$ cat src/rtl/countdown_timer_mmss.sv
// MM:SS countdown timer with BCD load, run/pause control, expiry pulse and 7-seg drive.
// Optional COUNTDOWN_FLASH_EN: flash 00:00 at 1 Hz while expired.
module countdown_timer_mmss #(
  parameter int TICKS_PER_SEC = 50000000
) (
  input  logic       clk,
  input  logic       rst,
  input  logic       load,
  input  logic [2:0] ld_m1,
  input  logic [3:0] ld_m0,
  input  logic [2:0] ld_s1,
  input  logic [3:0] ld_s0,
  input  logic       start,
  input  logic       stop,
  output logic [6:0] m1,
  output logic [6:0] m0,
  output logic [6:0] s1,
  output logic [6:0] s0,
  output logic [3:0] dots,
  output logic       running,
  output logic       expired,
  output logic       done
);
  // state   | meaning
  // IDLE    | loaded or reset, waiting for start
  // RUN     | counting down once per second
  // PAUSE   | frozen, sub-second count held
  // EXPIRED | reached 00:00, waiting for load
  typedef enum logic [1:0] {IDLE, RUN, PAUSE, EXPIRED} state_t;

  localparam int CW = $clog2(TICKS_PER_SEC);
  localparam logic [CW-1:0] LAST = CW'(TICKS_PER_SEC - 1);
  localparam logic [CW-1:0] HALF = CW'(TICKS_PER_SEC / 2);

  state_t        r_state;
  logic [CW-1:0] r_cnt;
  logic [2:0]    r_m1, r_s1;
  logic [3:0]    r_m0, r_s0;
  logic          r_done;

  logic [2:0] w_n_m1, w_n_s1;
  logic [3:0] w_n_m0, w_n_s0;
  logic       w_dec_zero;
  logic       w_nonzero;
  logic       w_blank;
  logic       w_colon_n;

  always_comb begin
    w_n_m1 = r_m1;
    w_n_m0 = r_m0;
    w_n_s1 = r_s1;
    w_n_s0 = r_s0;
    if (r_s0 != 4'd0) begin
      w_n_s0 = r_s0 - 4'd1;
    end else begin
      w_n_s0 = 4'd9;
      if (r_s1 != 3'd0) begin
        w_n_s1 = r_s1 - 3'd1;
      end else begin
        w_n_s1 = 3'd5;
        if (r_m0 != 4'd0) begin
          w_n_m0 = r_m0 - 4'd1;
        end else begin
          w_n_m0 = 4'd9;
          w_n_m1 = r_m1 - 3'd1;
        end
      end
    end
  end

  assign w_dec_zero = (r_m1 == 3'd0) && (r_m0 == 4'd0) && (r_s1 == 3'd0) && (r_s0 == 4'd1);
  assign w_nonzero  = (r_m1 != 3'd0) || (r_m0 != 4'd0) || (r_s1 != 3'd0) || (r_s0 != 4'd0);

  always_ff @(posedge clk) begin
    if (rst) begin
      r_state <= IDLE;
      r_cnt   <= '0;
      r_m1    <= 3'd0;
      r_m0    <= 4'd0;
      r_s1    <= 3'd0;
      r_s0    <= 4'd0;
      r_done  <= 1'b0;
    end else begin
      r_done <= 1'b0;
      if (load) begin
        r_m1    <= (ld_m1 > 3'd5) ? 3'd5 : ld_m1;
        r_m0    <= (ld_m0 > 4'd9) ? 4'd9 : ld_m0;
        r_s1    <= (ld_s1 > 3'd5) ? 3'd5 : ld_s1;
        r_s0    <= (ld_s0 > 4'd9) ? 4'd9 : ld_s0;
        r_cnt   <= '0;
        r_state <= IDLE;
      end else begin
        case (r_state)
          IDLE: begin
            if (!stop && start && w_nonzero) r_state <= RUN;
          end
          RUN: begin
            if (stop) begin
              r_state <= PAUSE;
            end else if (r_cnt == LAST) begin
              r_cnt <= '0;
              r_m1  <= w_n_m1;
              r_m0  <= w_n_m0;
              r_s1  <= w_n_s1;
              r_s0  <= w_n_s0;
              if (w_dec_zero) begin
                r_state <= EXPIRED;
                r_done  <= 1'b1;
              end
            end else begin
              r_cnt <= r_cnt + 1'b1;
            end
          end
          PAUSE: begin
            // Resume keeps the held count so the partial second is not lost.
            if (!stop && start) r_state <= RUN;
          end
          EXPIRED: begin
`ifdef COUNTDOWN_FLASH_EN
            r_cnt <= (r_cnt == LAST) ? '0 : r_cnt + 1'b1;
`else
            r_cnt <= '0;
`endif
          end
          default: r_state <= IDLE;
        endcase
      end
    end
  end

  function automatic logic [6:0] seg7(input logic [3:0] d);
    case (d)
      4'd0:    seg7 = 7'b1000000;
      4'd1:    seg7 = 7'b1111001;
      4'd2:    seg7 = 7'b0100100;
      4'd3:    seg7 = 7'b0110000;
      4'd4:    seg7 = 7'b0011001;
      4'd5:    seg7 = 7'b0010010;
      4'd6:    seg7 = 7'b0000010;
      4'd7:    seg7 = 7'b1111000;
      4'd8:    seg7 = 7'b0000000;
      4'd9:    seg7 = 7'b0010000;
      default: seg7 = 7'b1111111;
    endcase
  endfunction

`ifdef COUNTDOWN_FLASH_EN
  assign w_blank = (r_state == EXPIRED) && (r_cnt >= HALF);
`else
  assign w_blank = 1'b0;
`endif

  assign w_colon_n = !(((r_state == RUN) && (r_cnt < HALF)) || (r_state == PAUSE));

  assign m1      = w_blank ? 7'b1111111 : seg7({1'b0, r_m1});
  assign m0      = w_blank ? 7'b1111111 : seg7(r_m0);
  assign s1      = w_blank ? 7'b1111111 : seg7({1'b0, r_s1});
  assign s0      = w_blank ? 7'b1111111 : seg7(r_s0);
  assign dots    = {1'b1, w_colon_n, 2'b11};
  assign running = (r_state == RUN);
  assign expired = (r_state == EXPIRED);
  assign done    = r_done;
endmodule

$ cat config.mk
export PLATFORM = sky130hd
export DESIGN_NAME = countdown_timer_mmss
export DESIGN_NICKNAME = d
export VERILOG_FILES = /design/src/rtl/countdown_timer_mmss.sv
export SDC_FILE = /design/constraint.sdc
export NUM_CORES = 1
export LEC_CHECK = 0
export BUFFER_PORTS_ARGS = -buffer_cell sky130_fd_sc_hd__buf_4
export CORE_ASPECT_RATIO = 0.5
export CORE_MARGIN = 2
export CORE_UTILIZATION = 35
export CTS_CLUSTER_SIZE = 8
export DETAILED_ROUTE_END_ITERATION = 8
export SLEW_MARGIN = 5
export SYNTH_ARGS = -nofsm -noshare
export SYNTH_HDL_FRONTEND = slang
export SYNTH_SLANG_ARGS = --single-unit
$ cat constraint.sdc
create_clock -name clk -period 4.35 [get_ports clk]
set_clock_uncertainty 0.15 [all_clocks]
set_input_delay 0.2175 -clock clk [delete_from_list [all_inputs] [get_ports clk]]
set_output_delay 0.2175 -clock clk [all_outputs]
set_load 0.03 [all_outputs]
-- After elaboration in Yosys (flattened, before gate mapping)
Memories as Yosys holds them, arrays and structs flattened. A register that Yosys moved wholly into a read port is not among the register bits.
Index checks and enable logic that the tools add are counted.
- flip-flop bits (word level): 43
- ROM bits: 336
- input port bits: 19
- output and inout port bits: 35
- word-level logic and storage cells: 116
- memories kept: 4
- $add $sub $neg: 5
- $lt $le $gt $ge: 5
- equal/unequal tests: 14
- mux-type cells: 47
- bitwise logic cells: 2
- reductions and logical operators: 32
- memories (memory ; depth ; bits a word ; read ports ; clocked after Yosys merged registers in ; wr ports ; line ; source):
    (name not given) ; 16 ; 7 ; 1 ; 1 ; 0 ; 132 ; case (d)
    (name not given) ; 16 ; 7 ; 1 ; 1 ; 0 ; 132 ;
    (name not given) ; 8 ; 7 ; 1 ; 1 ; 0 ; 132 ;
    (name not given) ; 8 ; 7 ; 1 ; 1 ; 0 ; 132 ;
- operators with widths (kind ; number):
    $mux 4 ; 18
    $mux 3 ; 19
    $mux 26 ; 2
    $pmux 26 s2 ; 1
    $add 26x1->26 const B ; 1
    $eq 26x26->1 const B ; 1
    $lt 26x25->1 const B ; 1
    $ne 2x2->1 const B ; 7
    $mux 2 ; 5
    $reduce_and 5->1 ; 2
    $reduce_bool 3->1 ; 3
    $gt 4x4->1 const B ; 2
    $reduce_bool 4->1 ; 2
    $sub 4x1->4 const B ; 2
    $gt 3x3->1 const B ; 2
    $logic_and 1x1->1 ; 6
    $logic_not 3->1 ; 2
    $ne 3x2->1 const B ; 2
    $pmux 2 s3 ; 1
    $reduce_and 6->1 ; 1
    $reduce_bool 2->1 ; 3
    $sub 3x1->3 const B ; 2
    $reduce_or 5->1 ; 1
    $eq 2x2->1 const B ; 2
    other kinds (12) ; 17

-- Logic depth before layout (Yosys ltp)
- depth after elaboration: 10
- gate-level depth with buffers: 11
- mapped depth without buffers: 11

-- Least setup slack after synthesis
No wires, ideal clock.
- kind: register -> register
- start point: register r_cnt[7]
- end point: register m1[6] (netlist name)
- setup time: 120 ps
- arrival: 3065 ps
- data required time: 4080 ps
- setup slack: 1015 ps
- stages on the path, launching flop included: 11
- path buffers: 0
- period minus slack after synthesis: 3335 ps
- cell sequence: dfxtp_1 > or4_4 > or4_1 > nor4_1 > a21oi_1 > o311ai_2 > inv_1 > ha_1 > inv_1 > nor2_1 > a211o_1
- longest elaborated chain between the ends: 5
- RTL lines (what ; line ; source):
    start, declared ; 36 ; logic [CW-1:0] r_cnt;
    start signal, assigned ; 111 ; r_cnt <= r_cnt + 1'b1;
    $eq 26x26->1 ; 100 ; end else if (r_cnt == LAST) begin
    $reduce_bool 2->1 (no line) ; -- ;
    $reduce_and 6->1 (no line) ; -- ;
    $mux 3 (no line) (2 in series) ; -- ;
No other way between the ends.
A chain may end at the register's enable or synchronous reset.

-- Worst setup path in the final report
- start point: register r_cnt[0]
- end point: register m1[6] (netlist name)
- longest elaborated chain between the ends: 5
- RTL lines (what ; line):
    $eq 26x26->1 ; 100
    $reduce_bool 2->1 (no line) ; --
    $reduce_and 6->1 (no line) ; --
    $mux 3 (no line) (2 in series) ; --
No other way between the ends.

==> key figures <==
Clock network
  – Clock-pin slew of the registers on the worst-case setup and hold paths: around 0.060 ns
  – CTS tree: done
  – CTS Buf Count: 9
  – Clk sinks: 71
  – Setup Fix Bufs, Post-CTS: 0
  – Clock Path Buffers: 2
  – Clock latency on the worst-skew pair: about 0.34 ns
  – Clock Tree Root: clkbuf_16
  – Number of H-tree levels: 3

Layout
  – Layout cells sized above 1: 0.188
  – FILL cells: about 1100
  – Most common cell after layout, fill and taps aside: dfxtp_1
  – Post-layout net count: 559
  – Most frequent cells in the layout: dfxtp_1 (71), buf_4 (56), nor2_1 (46)
  – Layout Area Growth over Synthesis: 20.8%
  – ANT cells: 0

Die
  – Die Wd: between 150 and 200 um
  – Initial Util: 0.361
  – Ports: 54
  – Total core area: between 0.01 and 0.015 mm^2
  – Die height: 79.6 um
  – Cell Rows: 27
  – Full die area: 0.0124 mm^2

STA
  – Least-Margin Pin Slew: 0.705 ns
  – Setup TNS Final: 0 ns
  – Fin. Hold Viols: 0
  – WHS: ~0.08 ns
  – Max Clock Freq: 270 MHz
  – Final period utilization: 0.850
  – Max-slew violations: 0
  – Relative slew slack: 0.529
  – RSZ-0062 raised after global routing: no
  – Final setup violation count: 0
  – Clock period minus worst slack: about 3.7 ns

Route
  – Pre-antenna DRT Iters: 5
  – Vias: 3640
  – WL/cell: around 15 um
  – DRC viols: 0
  – Routed WL: 9940 um
  – Remaining antenna violation count: 0
  – DR iter-0 viols: 229
  – Via/cell ratio: around 5.5

Critical path
  – Worst EP arrival: approximately 3.8 ns
  – CP Capture Type: flip-flop
  – Crit Path Max Fanout: 7
  – CP required: between 4 and 5 ns
  – Startpoint Class: flip-flop
  – Crit Path Category: flip-flop to flip-flop

GRT
  – GRT Overall Usage: 0.169
  – Vias in the first global route: 3341
  – Largest net degree at the start of global routing: 22
  – Global-route wire length before repair: about 17000 um
  – Initial antenna violation count: 0
  – Gr ovfl total: 0

Synthesis
  – Top cell type's share of synthesized area: 0.355
  – Yosys cell types: between 60 and 70
  – Syn Inst Count: 470
  – Cell Area, Synth: about 0.0040 mm^2
  – Post-synth EDFFs: 0
  – Ys async rst share: 0
  – Largest cells by area after synthesis: dfxtp_1 (36%), ha_1 (7.2%), a21oi_1 (4.8%), nor2_1 (4.3%), inv_1 (2.6%)
  – Sequential share of the synthesized area: 0.355
  – Syn avg cell area: around 8.5 um^2
  – Area leader, netlist: dfxtp_1
  – Seq cells post-synth: 71
  – Prevailing post-synth register cell: dfxtp_1
  – Synth warn: 0

Power and ir drop
  – P_leak: 0.00192 uW
  – Power per cell area: 368 mW/mm^2
  – Max rail drop VDD: 0.178 mV

Placed design
  – RePlAce Congestion: roughly 0.8
  – Final HPWL DP: a little over 7000 um
  – # port buffers: 50

Flow run
  – Number of max-cap violations: 0

Status
  – Status: completed

Hold path
  – HP Class: primary input to flip-flop
through the flow:
stage | cells | utilization | instance area (um^2) | setup slack [ns] | total power, uW
floorplan | 472 | - | 4010 | 1.02 | 898
global placement | 650 | 0.406 | 4500 | 0.800 | 985
detailed placement | 650 | 0.406 | 4500 | 0.706 | 985
CTS | 667 | 0.436 | 4830 | 0.667 | 1800
global route | 667 | 0.436 | 4830 | 0.310 | 1860
finish | 667 | 0.436 | 4830 | 0.652 | 1780
registers in the layout, indices dropped and copies added, names as in the netlist:
signal and count:
m1 7, r_state 2, r_s0 4, r_m0 4
r_s1 3, s1 7, done 1, s0 7
m0 7, r_cnt 26, r_m1 3
cells by family after synthesis:
group,count (synthesis),share of synthesized area
XOR/XNOR,9,0.0197
multiplexers,16,0.0419
buffers and inverters,54,0.0575
adder cells (fa/ha/maj),23,0.0719
AND/OR/NAND/NOR,183,0.255
flip-flops,71,0.355
other,1,0.000937
AO/OA/AOI/OAI,113,0.198
final timing paths:
check | from | end | cells after the start | slack (ns)
max reg2reg | r_cnt[0] | m1[6] | 12 | 0.65
max | r_cnt[0] | m1[6] | 12 | 0.65
min reg2reg | r_cnt[8] | r_cnt[8] | 2 | 0.35
min | rst | r_m1[1] | 2 | 0.08
critical path: stages, from the launching register on:
cell      delay (ns)
dfxtp_1         0.38
ha_1            0.23
nand4_1         0.31
or4_1           0.72
nor4_1          0.34
buf_4           0.19
a21oi_1         0.09
o311ai_2        0.46
inv_1           0.13
ha_1            0.20
inv_1           0.07
nor2_1          0.05
a211o_1         0.28
routing by layer:
metal | track usage | share of wire
met1 | 0.229 | 0.49
met2 | 0.262 | 0.45
met3 | 0.0434 | 0.047
met4 | 0.0606 | 0.014
met5 | 0 | 0
synthesized netlist by cell type (all sizes together) (2+ instances only):
cell and instances:
o31a 3, xor2 6, a21oi 38, or2 4
o21a 4, nand4b 4, nor2b 7, xnor2 3
a311oi 7, nor3 13, a41oi 4, nor2 47
and4 2, o31ai 4, a21o 3, a311o 4
nand2b 6, or3b 2, o21ai 17, nand2 26
nand3 11, a31o 3, mux2i 10, inv 30
buf 9, a31oi 9, or4 9, nor4 11
dfxtp 71, nor3b 2, or4b 3, ha 23
or3 10, and2 3, a211o 3, clkbuf 14
and3 6, mux2 6, nand4 13, a22oi 2
o311ai 2, o41ai 2, or4bb 2
repair_timing:
action                    in CTS  in global routing
hold buffers                   1                  0
resized for setup              0                  0
hold endpoints to repair       1                  0
layout make-up:
| class | count | area [um^2] | share of cell area |
|---|---|---|---|
| Clock buffer | 13 | 260 | 0.0538 |
| Tap cell | 145 | 181 | 0.0375 |
| Sequential cell | 71 | 1420 | 0.294 |
| Multi-Input combinational cell | 347 | 2360 | 0.488 |
| Inverter | 31 | 116 | 0.0241 |
| Timing Repair Buffer | 57 | 430 | 0.0890 |
| Clock inverter | 3 | 65.1 | 0.0135 |
power by group:
part	internal [uW]	total [uW]	switching [uW]
combinational	103	268	165
clock	533	805	272
sequential	687	705	17.6
total	1320	1780	454
(Power assumes the default switching activity.)
